`config.mk`:
```
export PLATFORM = sky130hd
export DESIGN_NAME = regfile_wb_arbiter
export DESIGN_NICKNAME = d
export VERILOG_FILES = /design/src/rtl/regfile_wb_arbiter.sv
export SDC_FILE = /design/constraint.sdc
export NUM_CORES = 1
export LEC_CHECK = 0
export BUFFER_PORTS_ARGS = -buffer_cell sky130_fd_sc_hd__buf_2
export CELL_PAD_IN_SITES_DETAIL_PLACEMENT = 1
export CELL_PAD_IN_SITES_GLOBAL_PLACEMENT = 1
export CORE_ASPECT_RATIO = 0.9
export CORE_UTILIZATION = 37
export CTS_CLUSTER_DIAMETER = 40
export DETAILED_ROUTE_END_ITERATION = 12
export GPL_ROUTABILITY_DRIVEN = 0
export PLACE_DENSITY_LB_ADDON = 0.05
export SLEW_MARGIN = 20
export SYNTH_ARGS = -nofsm -noshare
export SYNTH_HDL_FRONTEND = slang
export SYNTH_SLANG_ARGS = --single-unit
```
`constraint.sdc`:
```
create_clock -name clk -period 12.1 [get_ports clk]
set_input_delay 3.63 -clock clk [delete_from_list [all_inputs] [get_ports clk]]
set_output_delay 3.63 -clock clk [all_outputs]
set_load 0.02 [all_outputs]
```
`src/rtl/regfile_wb_arbiter.sv`:
```
// regfile_wb_arbiter: round-robin write-back arbiter for the 32x32 register file.
// Two producers (port 0 = ALU/load, port 1 = long-latency unit) share the single
// write port we3/a3/wd3. The winning write is registered for one cycle. A
// per-register busy scoreboard tracks pending results for issue stalls.
// Optional feature macro: WB_ARB_FWD_EN adds read-port bypass of the output stage.
module regfile_wb_arbiter #(
  parameter int unsigned DATA_W = 32,
  parameter int unsigned ADDR_W = 5
) (
  input  logic                     clk,
  input  logic                     reset,
  input  logic                     p0_valid,
  output logic                     p0_ready,
  input  logic [ADDR_W-1:0]        p0_addr,
  input  logic [DATA_W-1:0]        p0_data,
  input  logic                     p1_valid,
  output logic                     p1_ready,
  input  logic [ADDR_W-1:0]        p1_addr,
  input  logic [DATA_W-1:0]        p1_data,
  input  logic                     rsv_valid,
  input  logic [ADDR_W-1:0]        rsv_addr,
`ifdef WB_ARB_FWD_EN
  input  logic [ADDR_W-1:0]        a1,
  input  logic [ADDR_W-1:0]        a2,
  input  logic [DATA_W-1:0]        rd1_raw,
  input  logic [DATA_W-1:0]        rd2_raw,
  output logic [DATA_W-1:0]        rd1,
  output logic [DATA_W-1:0]        rd2,
`endif
  output logic [(2**ADDR_W)-1:0]   busy,
  output logic                     we3,
  output logic [ADDR_W-1:0]        a3,
  output logic [DATA_W-1:0]        wd3
);

  localparam int unsigned NREG = 2**ADDR_W;

  logic              last;
  logic              grant0;
  logic              grant1;
  logic              xfer0;
  logic              xfer1;
  logic              xfer;
  logic [ADDR_W-1:0] win_addr;
  logic [DATA_W-1:0] win_data;
  logic [NREG-1:0]   busy_nxt;

  // Round-robin grant: on a tie the port not granted last wins
  always_comb begin
    grant0 = p0_valid && (!p1_valid || last);
    grant1 = p1_valid && (!p0_valid || !last);
  end

  // Readies are suppressed while reset is held
  assign p0_ready = grant0 && !reset;
  assign p1_ready = grant1 && !reset;

  assign xfer0    = p0_valid && p0_ready;
  assign xfer1    = p1_valid && p1_ready;
  assign xfer     = xfer0 || xfer1;
  assign win_addr = xfer1 ? p1_addr : p0_addr;
  assign win_data = xfer1 ? p1_data : p0_data;

  // Scoreboard next state: clear the accepted write, then apply a reservation
  always_comb begin
    busy_nxt = busy;
    if (xfer) begin
      busy_nxt[win_addr] = 1'b0;
    end
    if (rsv_valid && (rsv_addr != '0)) begin
      busy_nxt[rsv_addr] = 1'b1;
    end
    busy_nxt[0] = 1'b0;
  end

  // Arbitration pointer, output stage and scoreboard registers
  always_ff @(posedge clk or posedge reset) begin
    if (reset) begin
      last <= 1'b1;
      we3  <= 1'b0;
      a3   <= '0;
      wd3  <= '0;
      busy <= '0;
    end else begin
      busy <= busy_nxt;
      if (xfer) begin
        last <= xfer1;
        we3  <= (win_addr != '0);
        a3   <= win_addr;
        wd3  <= win_data;
      end else begin
        we3  <= 1'b0;
      end
    end
  end

`ifdef WB_ARB_FWD_EN
  // Bypass the write held in the output stage to the read ports
  always_comb begin
    rd1 = (we3 && (a1 == a3)) ? wd3 : rd1_raw;
    rd2 = (we3 && (a2 == a3)) ? wd3 : rd2_raw;
  end
`endif

endmodule

```
==> flow_summary.ini <==
[yosys]
syn_area_per_cell_um2 = 9.07
yosysSeqAreaShare_pct = 49.8
synth-edff-count = 0
synth_seq_cells = 70
synth_ff_type = dfrtp_1
synth.distinct_cells = 40
syn_inst = 388
ys_async_sr_fraction_pct = 100
yosysWarnings = 0
syn_nets = 472
synth_area_mm2 = 0.00352

[floorplanning]
die_h_um = 94.5
die-area_mm2 = 0.00990
io_pins = 156
rows = 33
initial_core_util_pct = 38.4
dieWidth_um = 105
coreArea_mm2 = 0.00917

[worst_setup_path]
path_class = in -> out
startpoint_type = primary input
arrival_ns = 5.14
r2r-start = last$_DFFE_PP1N_
r2r_slack_ns = 10.01
required_ns = 8.47
endpoint_kind = output port
r2r_end = a3[3]$_DFFE_PP0N_
cp_max_fo = 36
r2r_cells = 5

[clock_tree]
postCtsResizedCells = 0
clock_latency_ns = 0.35
clockRootBuffer = clkbuf_8
cts_buffers = 9
clk_pin_slew_ns = 0.08
cts_tree = built
clock_sinks = 70
post_cts_buffers = 0
ctsHtreeMaxLevel = 3
cts_buffer_depth = 2
ctsHoldBuffers = 0

[detailed_routing]
detail-route-antenna-nets = 0
vias_per_cell = 5.36
drc = 0
drtIter0Drc = 88
post_drt_wl_per_cell_um = 17.1
drt-total-wl_um = 11300
dr.pass1.iters = 4
vias = 3551

[pwr]
power_w = 0.000623
combPwrFrac_pct = 21.7
p_sw_share_pct = 30.9
p_seq_share_pct = 43.0
p_clk_share_pct = 35.3
internal_power_w = 0.000431
switchingPower_w = 0.000192
p_per_area_mw_per_mm2 = 136
ir_drop_v = 0.0000548
leakage_nw = 2.24

[final_layout]
drive_gt1_share_pct = 35.4
nets = 619
antennaDiodeCount = 0
area_growth_pct = 30.3
fill_cells = 1168

[placed_design]
dpl.hpwl_um = 8320
port_buffers = 154

[global_routing]
grt_max_degree = 73
antenna_found_initial = 0
grt_pass1_vias = 3644
grt_use_total_pct = 24.2
grt_first_pass_wirelength_um = 18400
grt.overflow.total = 0

[timing]
slew_viol_final = 0
grt_setup_unrepaired = false
fin_crit_sh_pct = 72.5
fmax_ghz = 0.114
slew_headroom_pct = 37.5
post-route-min-period_ns = 8.77
hold_viol_final = 0
finalClockSkew_ns = 0.00433
worstMarginPinSlew_ns = 0.937
finalSetupViolations = 0
tns_ns = 0

[run]
cap_viol_max_count = 0

[worst_hold_path]
hp-class = reg -> reg
holdPathEnd = a3[3]$_DFFE_PP0N_
worstHoldStart = a3[3]$_DFFE_PP0N_
whs_path_depth = 2

[outcome]
status = completed
-- Yosys cell counts, types with 2 or more instances --
cell type  count  area [um^2]
buf_2         10         50.1
nor3_1         2         10.0
o211ai_1      14          105
o21ai_0       11         55.1
inv_1         37          139
a21oi_1        4         20.0
nand4b_1       3         26.3
mux2i_1        3         30.0
and3_1         2         12.5
a2111o_1       2         22.5
nor2_1        80          300
nor2b_1        5         31.3
dfrtp_1       69         1730
buf_1          2         7.51
nand3_1       26          130
clkbuf_1       7         26.3
nand2b_1       3         18.8
nand4_1        4         25.0
or4_4          3         33.8
o211ai_2       3         37.5
a21oi_2        3         26.3
o2111ai_1      4         35.0
a32oi_1       18          158
o22ai_1       32          200
nand2_1       11         41.3
o21ai_1       16         80.1
-- metrics by stage --
stage	area [um^2]	instances	utilization, %	hold slack, ns	setup slack [ns]
after global placement	4350	646	47.5	0.457	3.36
after CTS	4580	662	50.0	0.487	3.29
after floorplan	3520	388	-	0.500	2.46
after detailed placement	4350	646	47.5	0.469	3.29
after global routing	4580	662	50.0	0.520	3.17
final	4580	662	50.0	0.475	3.33
-- worst max path at each step --
stage / depth (start not counted) / slack (ns) / start / end
CTS: 5 / 3.29 / p0_valid / p1_ready
global route: 5 / 3.17 / p0_valid / p1_ready
detailed placement: 5 / 3.29 / p0_valid / p1_ready
floorplan: 4 / 2.46 / reset / p0_ready
global placement: 5 / 3.36 / p0_valid / p1_ready
finish: 5 / 3.33 / p0_valid / p1_ready
-- cells in the final DEF, fill, tap and decap left out, types with 2 or more instances in the layout --
master and count:
nand2b_1 3, bufinv_16 2, a2111o_1 2, buf_2 154, clkbuf_8 11, nand3_1 26, o22ai_1 32, a21oi_1 4
mux2i_1 3, nor3_1 2, nand4b_1 3, buf_4 4, o211ai_2 3, dfrtp_1 69, nand2_1 11, a21oi_2 3
o211ai_1 14, nor2_1 79, nand4_1 4, o2111ai_1 4, o21ai_1 16, inv_1 36, nor2b_1 5, and3_1 2
a32oi_1 18, or4_4 3, o21ai_0 11
-- kinds of logic (layout without fill, tap and decap cells) --
| kind of cell | Yosys count | count (layout) | share of synthesized area (%) |
|---|---|---|---|
| muxes | 3 | 3 | 0.854 |
| other | 1 | 1 | 0.107 |
| AOI/OAI and AO/OA | 110 | 110 | 21.9 |
| DFF | 70 | 70 | 49.8 |
| and+or+nand+nor | 145 | 145 | 19.9 |
| buffers and inverters | 59 | 211 | 7.43 |
-- metal layers --
metal / wire, um / share of wire (%) / global-route usage [%]
met4: 224 / 2.0 / 9.51
met5: 0 / 0 / 0
met1: 5240 / 46 / 32.2
met3: 527 / 4.7 / 4.83
met2: 5340 / 47 / 39.0
-- power by group through the flow --
stage          logic (W)  clock network [W]  registers, W
2_1_floorplan  0.0000564                  0      0.000298
3_3_place_gp    0.000133                  0      0.000272
3_5_place_dp    0.000136                  0      0.000273
4_1_cts         0.000136           0.000226      0.000268
5_1_grt         0.000148           0.000232      0.000271
6_report        0.000135           0.000220      0.000268
-- registers in the layout, indices dropped and copies added, names as in the netlist --
signal,count
last,1
we3,1
a3,5
wd3,32
busy,31
-- layout make-up --
| class | count | area [um^2] | area share, % |
|---|---|---|---|
| sequential | 70 | 1750 | 38.2 |
| clock inverter | 5 | 81.3 | 1.77 |
| inverter | 37 | 139 | 3.03 |
| timing repair buffer | 158 | 801 | 17.5 |
| tap | 122 | 153 | 3.33 |
| multi-input combinational | 259 | 1510 | 32.9 |
| clock buffer | 11 | 151 | 3.30 |
-- critical path, cell delays in order --
cell and delay, ns:
buf_2 0.13, nand2_1 0.37, nand2_2 0.55, inv_1 0.25
buf_2 0.20
Power figures use the tool's default switching activity.
